`config.mk`:
```
export PLATFORM = sky130hd
export DESIGN_NAME = multicycle_controller
export DESIGN_NICKNAME = d
export VERILOG_FILES = /design/src/rtl/cpu_ctrl_pkg.sv /design/src/rtl/alu_decoder.sv /design/src/rtl/multicycle_controller.sv
export SDC_FILE = /design/constraint.sdc
export NUM_CORES = 1
export LEC_CHECK = 0
export CAP_MARGIN = 40
export CORE_MARGIN = 5
export CORE_UTILIZATION = 39
export DETAILED_ROUTE_END_ITERATION = 6
export MAX_ROUTING_LAYER = met4
export PLACE_DENSITY_LB_ADDON = 0.3
export SLEW_MARGIN = 20
export SYNTH_ARGS = -nofsm -noshare
export SYNTH_HDL_FRONTEND = slang
export SYNTH_SLANG_ARGS = --single-unit
```
`constraint.sdc`:
```
create_clock -name clk -period 1.8 [get_ports clk]
set_clock_uncertainty 0.05 [all_clocks]
set_input_delay 0.36 -clock clk [delete_from_list [all_inputs] [get_ports clk]]
set_output_delay 0.36 -clock clk [all_outputs]
set_load 0.01 [all_outputs]
```
`src/rtl/cpu_ctrl_pkg.sv`:
```
// Shared encodings for the multicycle ARM-subset control path: FSM states,
// instruction field codes and datapath mux selects.
package cpu_ctrl_pkg;

  typedef enum logic [3:0] {
    S_FETCH,
    S_DECODE,
    S_MEMADR,
    S_MEMRD,
    S_MEMWB,
    S_MEMWR,
    S_EXECR,
    S_EXECI,
    S_ALUWB,
    S_BRANCH
  } statetype_t;

  localparam logic [1:0] OP_DP  = 2'b00;
  localparam logic [1:0] OP_MEM = 2'b01;
  localparam logic [1:0] OP_BR  = 2'b10;

  localparam logic [3:0] CMD_ADD = 4'b0100;
  localparam logic [3:0] CMD_SUB = 4'b0010;
  localparam logic [3:0] CMD_AND = 4'b0000;
  localparam logic [3:0] CMD_ORR = 4'b1100;
  localparam logic [3:0] CMD_CMP = 4'b1010;

  localparam logic [1:0] ALU_ADD = 2'b00;
  localparam logic [1:0] ALU_SUB = 2'b01;
  localparam logic [1:0] ALU_AND = 2'b10;
  localparam logic [1:0] ALU_ORR = 2'b11;

  localparam logic [1:0] SRCA_REG = 2'b00;
  localparam logic [1:0] SRCA_PC  = 2'b01;

  localparam logic [1:0] SRCB_REG  = 2'b00;
  localparam logic [1:0] SRCB_IMM  = 2'b01;
  localparam logic [1:0] SRCB_FOUR = 2'b10;

  localparam logic [1:0] RES_ALUOUT = 2'b00;
  localparam logic [1:0] RES_DATA   = 2'b01;
  localparam logic [1:0] RES_ALU    = 2'b10;

endpackage

```
`src/rtl/alu_decoder.sv`:
```
// Combinational ALU operation and flag-write decode for data-processing
// instructions; flags an unsupported cmd so the controller can report it.
module alu_decoder
  import cpu_ctrl_pkg::*;
(
  input  logic       ALUOp,
  input  logic [5:0] Funct,
  output logic [1:0] ALUControl,
  output logic [1:0] FlagW,
  output logic       NoWrite,
  output logic       bad_cmd
);

  // The immediate bit only steers the FSM, not the ALU operation.
  logic unused_imm;
  assign unused_imm = Funct[5];

  always_comb begin
    ALUControl = ALU_ADD;
    FlagW      = 2'b00;
    NoWrite    = 1'b0;
    bad_cmd    = 1'b0;
    if (ALUOp) begin
      case (Funct[4:1])
        CMD_ADD: begin
          ALUControl = ALU_ADD;
          FlagW      = {Funct[0], Funct[0]};
        end
        CMD_SUB: begin
          ALUControl = ALU_SUB;
          FlagW      = {Funct[0], Funct[0]};
        end
        CMD_AND: begin
          ALUControl = ALU_AND;
          FlagW      = {Funct[0], 1'b0};
        end
        CMD_ORR: begin
          ALUControl = ALU_ORR;
          FlagW      = {Funct[0], 1'b0};
        end
        CMD_CMP: begin
          ALUControl = ALU_SUB;
          FlagW      = {Funct[0], Funct[0]};
          NoWrite    = 1'b1;
        end
        default: bad_cmd = 1'b1;
      endcase
    end
  end

endmodule

```
`src/rtl/multicycle_controller.sv`:
```
// Main sequencing FSM for the multicycle datapath: steps each instruction
// through its states and decodes mux selects and write requests from state.
module multicycle_controller
  import cpu_ctrl_pkg::*;
#(
  parameter logic [3:0] PC_REG = 4'd15
) (
  input  logic       clk,
  input  logic       reset,
  input  logic [1:0] Op,
  input  logic [5:0] Funct,
  input  logic [3:0] Rd,
  input  logic       mem_ready,
  output logic       IRWrite,
  output logic       NextPC,
  output logic       AdrSrc,
  output logic [1:0] ALUSrcA,
  output logic [1:0] ALUSrcB,
  output logic [1:0] ResultSrc,
  output logic [1:0] ALUControl,
  output logic [1:0] ImmSrc,
  output logic [1:0] RegSrc,
  output logic       RegW,
  output logic       MemW,
  output logic       PCS,
  output logic       NoWrite,
  output logic [1:0] FlagW,
  output logic       instr_done,
  output logic       illegal
);

  statetype_t state_q, state_d;
  logic       alu_op;
  logic       branch;
  logic       illegal_op;
  logic       bad_cmd;

  // Next-state and per-state output decode.
  always_comb begin
    state_d    = state_q;
    IRWrite    = 1'b0;
    NextPC     = 1'b0;
    AdrSrc     = 1'b0;
    ALUSrcA    = SRCA_REG;
    ALUSrcB    = SRCB_REG;
    ResultSrc  = RES_ALUOUT;
    RegW       = 1'b0;
    MemW       = 1'b0;
    alu_op     = 1'b0;
    branch     = 1'b0;
    illegal_op = 1'b0;
    instr_done = 1'b0;
    case (state_q)
      S_FETCH: begin
        ALUSrcA   = SRCA_PC;
        ALUSrcB   = SRCB_FOUR;
        ResultSrc = RES_ALU;
        IRWrite   = mem_ready;
        NextPC    = mem_ready;
        if (mem_ready) state_d = S_DECODE;
      end
      S_DECODE: begin
        ALUSrcA   = SRCA_PC;
        ALUSrcB   = SRCB_FOUR;
        ResultSrc = RES_ALU;
        case (Op)
          OP_MEM:  state_d = S_MEMADR;
          OP_DP:   state_d = Funct[5] ? S_EXECI : S_EXECR;
          OP_BR:   state_d = S_BRANCH;
          default: begin
            state_d    = S_FETCH;
            illegal_op = 1'b1;
            instr_done = 1'b1;
          end
        endcase
      end
      S_MEMADR: begin
        ALUSrcB = SRCB_IMM;
        state_d = Funct[0] ? S_MEMRD : S_MEMWR;
      end
      S_MEMRD: begin
        AdrSrc = 1'b1;
        if (mem_ready) state_d = S_MEMWB;
      end
      S_MEMWB: begin
        ResultSrc  = RES_DATA;
        RegW       = 1'b1;
        instr_done = 1'b1;
        state_d    = S_FETCH;
      end
      S_MEMWR: begin
        AdrSrc = 1'b1;
        MemW   = 1'b1;
        if (mem_ready) begin
          instr_done = 1'b1;
          state_d    = S_FETCH;
        end
      end
      S_EXECR: begin
        alu_op  = 1'b1;
        ALUSrcB = SRCB_REG;
        state_d = S_ALUWB;
      end
      S_EXECI: begin
        alu_op  = 1'b1;
        ALUSrcB = SRCB_IMM;
        state_d = S_ALUWB;
      end
      S_ALUWB: begin
        RegW       = 1'b1;
        instr_done = 1'b1;
        state_d    = S_FETCH;
      end
      S_BRANCH: begin
        ALUSrcB    = SRCB_IMM;
        ResultSrc  = RES_ALU;
        branch     = 1'b1;
        instr_done = 1'b1;
        state_d    = S_FETCH;
      end
      default: state_d = S_FETCH;
    endcase
  end

  always_ff @(posedge clk or posedge reset) begin
    if (reset) state_q <= S_FETCH;
    else       state_q <= state_d;
  end

  // ALUOp is only high in EXECR/EXECI, which confines FlagW and NoWrite there.
  alu_decoder u_alu_decoder (
    .ALUOp     (alu_op),
    .Funct     (Funct),
    .ALUControl(ALUControl),
    .FlagW     (FlagW),
    .NoWrite   (NoWrite),
    .bad_cmd   (bad_cmd)
  );

  assign PCS     = ((Rd == PC_REG) & RegW) | branch;
  assign ImmSrc  = Op;
  assign RegSrc  = {(Op == OP_MEM), (Op == OP_BR)};
  assign illegal = illegal_op | (alu_op & bad_cmd);

endmodule

```
# Word-level counts from Yosys, hierarchy flattened
# Index checks and enable logic that the tools add are counted.
# W data, S select, Z words.
# totals
out_inout_bits	23
in_bits	15
reg_bits	4
# op_classes
eq_ne	19
bitwise_logic	4
muxes	28
n_reduce_logical	16
# ops
op	n
$pmux W4 S6	1
$eq A4 B3 Y1 const B	5
$eq A4 B4 Y1 const B	5
$mux W1	15
$reduce_or A3 Y1	5
$eq A4 B2 Y1 const B	3
$mux W4	3
$pmux W2 S2	3
$pmux W4 S3	1
$reduce_or A2 Y1	6
$logic_not A4 Y1	2
$ne A2 B2 Y1 const B	3
$pmux W2 S3	1
$reduce_or A5 Y1	1
$eq A4 B1 Y1 const B	1
$mux W2	2
$mux W3	1
$pmux W1 S3	1
$reduce_and A3 Y1	1
$and A1 B1 Y1	2
$eq A2 B1 Y1 const B	1
$eq A2 B2 Y1 const B	1
$logic_not A2 Y1	1
$or A1 B1 Y1	2

# Longest topological paths before layout
# Gate-level depths: netlist (run 1).
# logic_depth
word_depth	6
depth_mapped	5
ltp_nobuf	3

# By module
# From an unflattened synthesis (run 1), not the netlist that was laid out.
# unflattened
hier_cells	77
hier_area_um2	573.0
# by_module_without_submodules
mod	area_per_inst_um2	instances	cells_each	seq_area_each_um2
multicycle_controller	473.0	1	62	100.1
alu_decoder	100.1	1	15	0.0

# Least setup slack after synthesis (run 1)
# OpenSTA, ideal clock, no wires.
# synth_path
path_type	flip-flop to output port
start	register state_q[3]
end	output port NextPC
slack_ns	0.168
required_ns	1.390
n_path_buf	2
arrival_time_ns	1.222
stages_incl_launch_ff	5
cell_sequence	dfrtp_1 buf_6 nor3_2 and3_1 buf_4
# synth_between
elab_chain_len	2
# synth_lines
item	line	source
start: declaration	multicycle_controller.sv:32	statetype_t state_q, state_d;
start signal: assignment	multicycle_controller.sv:127	else state_q <= state_d;
$logic_not A4 Y1	-	
$mux W1	-	
end: declaration	multicycle_controller.sv:15	output logic NextPC,
# No other way between the ends.

# Worst setup path in the final report (run 1)
# layout_path
start	register state_q[3]
end	output port ALUControl[1]
# layout_between
elab_chain_len	4
word_cells_on_any_way	5
classes_between	eq/ne: 2; mux: 2; reduce/logical: 1
# layout_lines
item	line	source
$eq A4 B3 Y1	multicycle_controller.sv:53	case (state_q)
$reduce_or A2 Y1 (no source line) *	-	
$mux W1 *	multicycle_controller.sv:53	
$mux W2 *	alu_decoder.sv:23	if (ALUOp) begin
end: declaration	multicycle_controller.sv:20	output logic [1:0] ALUControl,
# Every way passes the cells marked *; elsewhere a longest branch is shown, timed or not.

==> out/results.tsv, run 1 <==
stage	metric	value	unit
cells_and_area	fillers	87	
cells_and_area	syn_to_final_growth	103	%
synth	synth_mux_area_share	1.59	%
drt	avgRoutedWirePerCell	16.1	um
synth	synthSimpleGateAreaFrac	40.0	%
cells_and_area	largest_reg_flops	4	
global_route	antenna_found_initial	0	
timing	drv_slew	0	
synth	synth_seq_cells	4	
drt	drt_iter0_drc	13	
placement	dpl_worst_slack	-0.588	ns
worst_setup_path	criticalPathCategory	flop to output pin	
clock_tree	cts_inserted_buffers	3	
placement	place_congestion	0.885	
power_and_ir_drop	leakage	0.650	nW
power_and_ir_drop	p_total	1.50	mW
global_route	grt_pass1_wl	3800	um
status	status	finished, violations left	
drt	ant_nets	0	
synth	synth-adder-area-share	0	%
synth	synth.net_count	98	
floorplan	initial_utilization	41.3	%
drt	routed_wl	2670	um
timing	setup_viol	11	
drt	vias_per_cell	5.45	
worst_setup_path	reg2regPathDepth	7	
clock_tree	clk_path_buf_depth	2	
worst_setup_path	critPathLaunch	state_q[3]$_DFFE_PP0P_	
cells_and_area	regMostFlops	state_q	
synth	synth_compound_area_share	22.3	%
clock_tree	cts.sinks	4	
job	maxCapViolCount	0	
global_route	grt_use_total	19.2	%
cells_and_area	seq_area	105	um^2
synth	syn_avg_cell_area	7.58	um^2
placement	dp_hpwl	1740	um
floorplan	die-area	2520	um^2
clock_tree	root_buffer	clkbuf_4	
placement	dpl-instance-area	1120	um^2
placement	dp.cells	151	
worst_setup_path	worstSetupEndpointType	output pin	
worst_setup_path	critPathMaxFanout	4	
clock_tree	htree_levels	1	
worst_setup_path	crit_arrival	1.50	ns
global_route	grt_pass1_vias	847	
synth	synthDistinctLibCells	43	
cells_and_area	reg.largest.list	state_q (4)	
drt	drt_pass1_iterations	4	
synth	synth_xor_area_share	2.78	%
worst_setup_path	worst_setup_path_start_kind	flop	
timing	finalWorstSetupSlack	-0.106	ns
floorplan	std_cell_rows	14	
floorplan	ios	38	
drt	vias	904	
cells_and_area	multi_input_area	515	um^2
floorplan	die_w	50.2	um
placement	port_buffers	36	
timing	min_period	1.91	ns
worst_setup_path	worstPathRequired	1.39	ns
worst_setup_path	worstReg2RegEnd	state_q[2]$_DFFE_PP0P_	
cells_and_area	stdcell_area	1280	um^2
cells_and_area	antennaDiodeCount	0	
global_route	grt_max_degree	12	
synth	synth_warnings	0	
synth	synth_area	629	um^2
timing	hold_violations	0	
timing	rsz0062_at_grt	true	
status	failed_checks	negative setup slack	
clock_tree	clkLatencyLatePin	0.23	ns
clock_tree	hold_buffers	0	
synth	yosysSeqAreaShare	15.9	%
worst_setup_path	crit_end	ALUControl[1]	
cells_and_area	fin_cells	166	
synth	postSynthCellCount	83	
global_route	grt.overflow.total	0	
cells_and_area	drive_above_1_share	52.0	%
synth	synth_top_family_by_area	simple AND/OR/NAND/NOR gates	
power_and_ir_drop	ir_worst_vdd	1.10	mV
cells_and_area	nNetsFinal	167	
timing	max_freq	525	MHz
floorplan	die_height	50.2	um
timing	fin_crit_sh	106	%
clock_tree	clk_pin_slew	0.04	ns
floorplan	core	1520	um^2
power_and_ir_drop	powerDensity	1170	nW/um^2
drt	drc	0	
worst_setup_path	timing.rr.start	state_q[1]$_DFFE_PP0P_	
clock_tree	cts_tree	built	
worst_setup_path	rrSetupSlack	0.32	ns
min_path	hold_path.class	input pin to asynchronous set/reset pin	
==> cell type report <==
type	count	share of cell area (%)
repair buffers	74	46.4
multi-input cells	63	40.3
flip-flops and latches	4	8.21
clock buffers	3	1.76
inverters	6	1.76
well taps	16	1.56
==> worst min path at each step <==
stage,startpoint,endpoint,slack (ns),cells after the start
2_1_floorplan,reset,state_q[0]$_DFFE_PP0P_,0.08,1
3_3_place_gp,reset,state_q[0]$_DFFE_PP0P_,0.50,2
3_5_place_dp,reset,state_q[0]$_DFFE_PP0P_,0.51,2
4_1_cts,reset,state_q[3]$_DFFE_PP0P_,0.26,2
5_1_grt,reset,state_q[3]$_DFFE_PP0P_,0.26,2
6_report,reset,state_q[3]$_DFFE_PP0P_,0.27,2
==> layer usage <==
metal  vias to the layer above  share of wire, %  GRT usage, %  routed length [um]
li1                        431                 -             -                   -
met1                       434                37          21.2                1000
met2                        35                55          35.1                1460
met3                         4               6.4          2.96                 170
met4                         0               1.3          5.24                  36
met5                         -                 0             -                   0
==> kinds of logic after synthesis <==
kind of cell	after synthesis
buffers and inverters	16
DFF	4
AOI/OAI and AO/OA	19
and+or+nand+nor	40
other	1
muxes	1
xor gates and xnor gates	2
==> Yosys cell counts, drive strengths merged <==
cell type  count  area, um^2
a211oi         2        15.0
a21boi         1        7.51
a21oi          3        15.0
a22oi          1        7.51
a32o           2        20.0
a32oi          1        8.76
a41oi          1        8.76
and2b          1        7.51
and3           3        18.8
and4           1        8.76
buf           10        83.8
conb           1        3.75
dfrtp          4         100
inv            6        22.5
mux2i          1        10.0
nand2          1        3.75
nand2b         5        31.3
nand3          1        5.00
nand3b         2        15.0
nand4          1        6.26
nor2           7        26.3
nor2b          4        25.0
nor3           5        30.0
nor3b          2        20.0
nor4           2        12.5
nor4b          1        15.0
o21a           1        7.51
o21ai          3        15.0
o21ba          1        10.0
o22ai          1        6.26
o2bb2ai        1        8.76
o32a           1        10.0
or2            3        18.8
or2b           1        7.51
xnor2          1        8.76
xor2           1        8.76
==> power breakdown <==
group	total [mW]	leakage, nW	internal [mW]	switching (mW)
Sequential	0.169	0.0468	0.128	0.0414
Combinational	1.22	0.590	0.690	0.531
Clock	0.109	0.0138	0.0744	0.0348
Total	1.50	0.650	0.892	0.607
==> worst max-delay path: stages, from the launching register on <==
cell,delay (ns)
dfrtp_2,0.43
buf_6,0.14
nand3b_1,0.21
buf_6,0.17
nor4_2,0.14
buf_2,0.18
==> cell usage in the layout (no fill, tap or decap), types with 3 or more instances in the layout <==
cell / count
nor3_1: 4
nor2_1: 6
clkdlybuf4s50_1: 5
dlygate4sd2_1: 12
clkbuf_2: 4
a21oi_1: 3
buf_4: 29
nand2b_1: 3
buf_6: 11
buf_2: 11
clkbuf_4: 3
dfrtp_2: 4
inv_1: 5
==> repair_timing <==
action	4_1_cts	5_1_grt
pin swaps	13	3
resized for setup	94	21
buffers inserted	10	2
setup endpoints to repair	22	17
==> stage by stage <==
step	TNS, ns	hold WS [ns]	utilization, %
floorplan	0	0.0761	-
global placement	-5.30	0.499	73.6
detailed placement	-5.87	0.511	73.6
global route	-1.58	0.262	84.0
CTS	-0.421	0.264	80.0
finish	-0.665	0.265	84.0
(Power assumes the default switching activity.)
==> run 2: changes to the inputs <==
--- a/config.mk
+++ b/config.mk
@@ -11,7 +11,7 @@
 export DETAILED_ROUTE_END_ITERATION = 6
 export MAX_ROUTING_LAYER = met4
 export PLACE_DENSITY_LB_ADDON = 0.3
-export SLEW_MARGIN = 20
+export SLEW_MARGIN = 30
 export SYNTH_ARGS = -nofsm -noshare
 export SYNTH_HDL_FRONTEND = slang
 export SYNTH_SLANG_ARGS = --single-unit
==> results of run 2 <==
The final DEF is identical to that of run 1; final timing and power are the same.
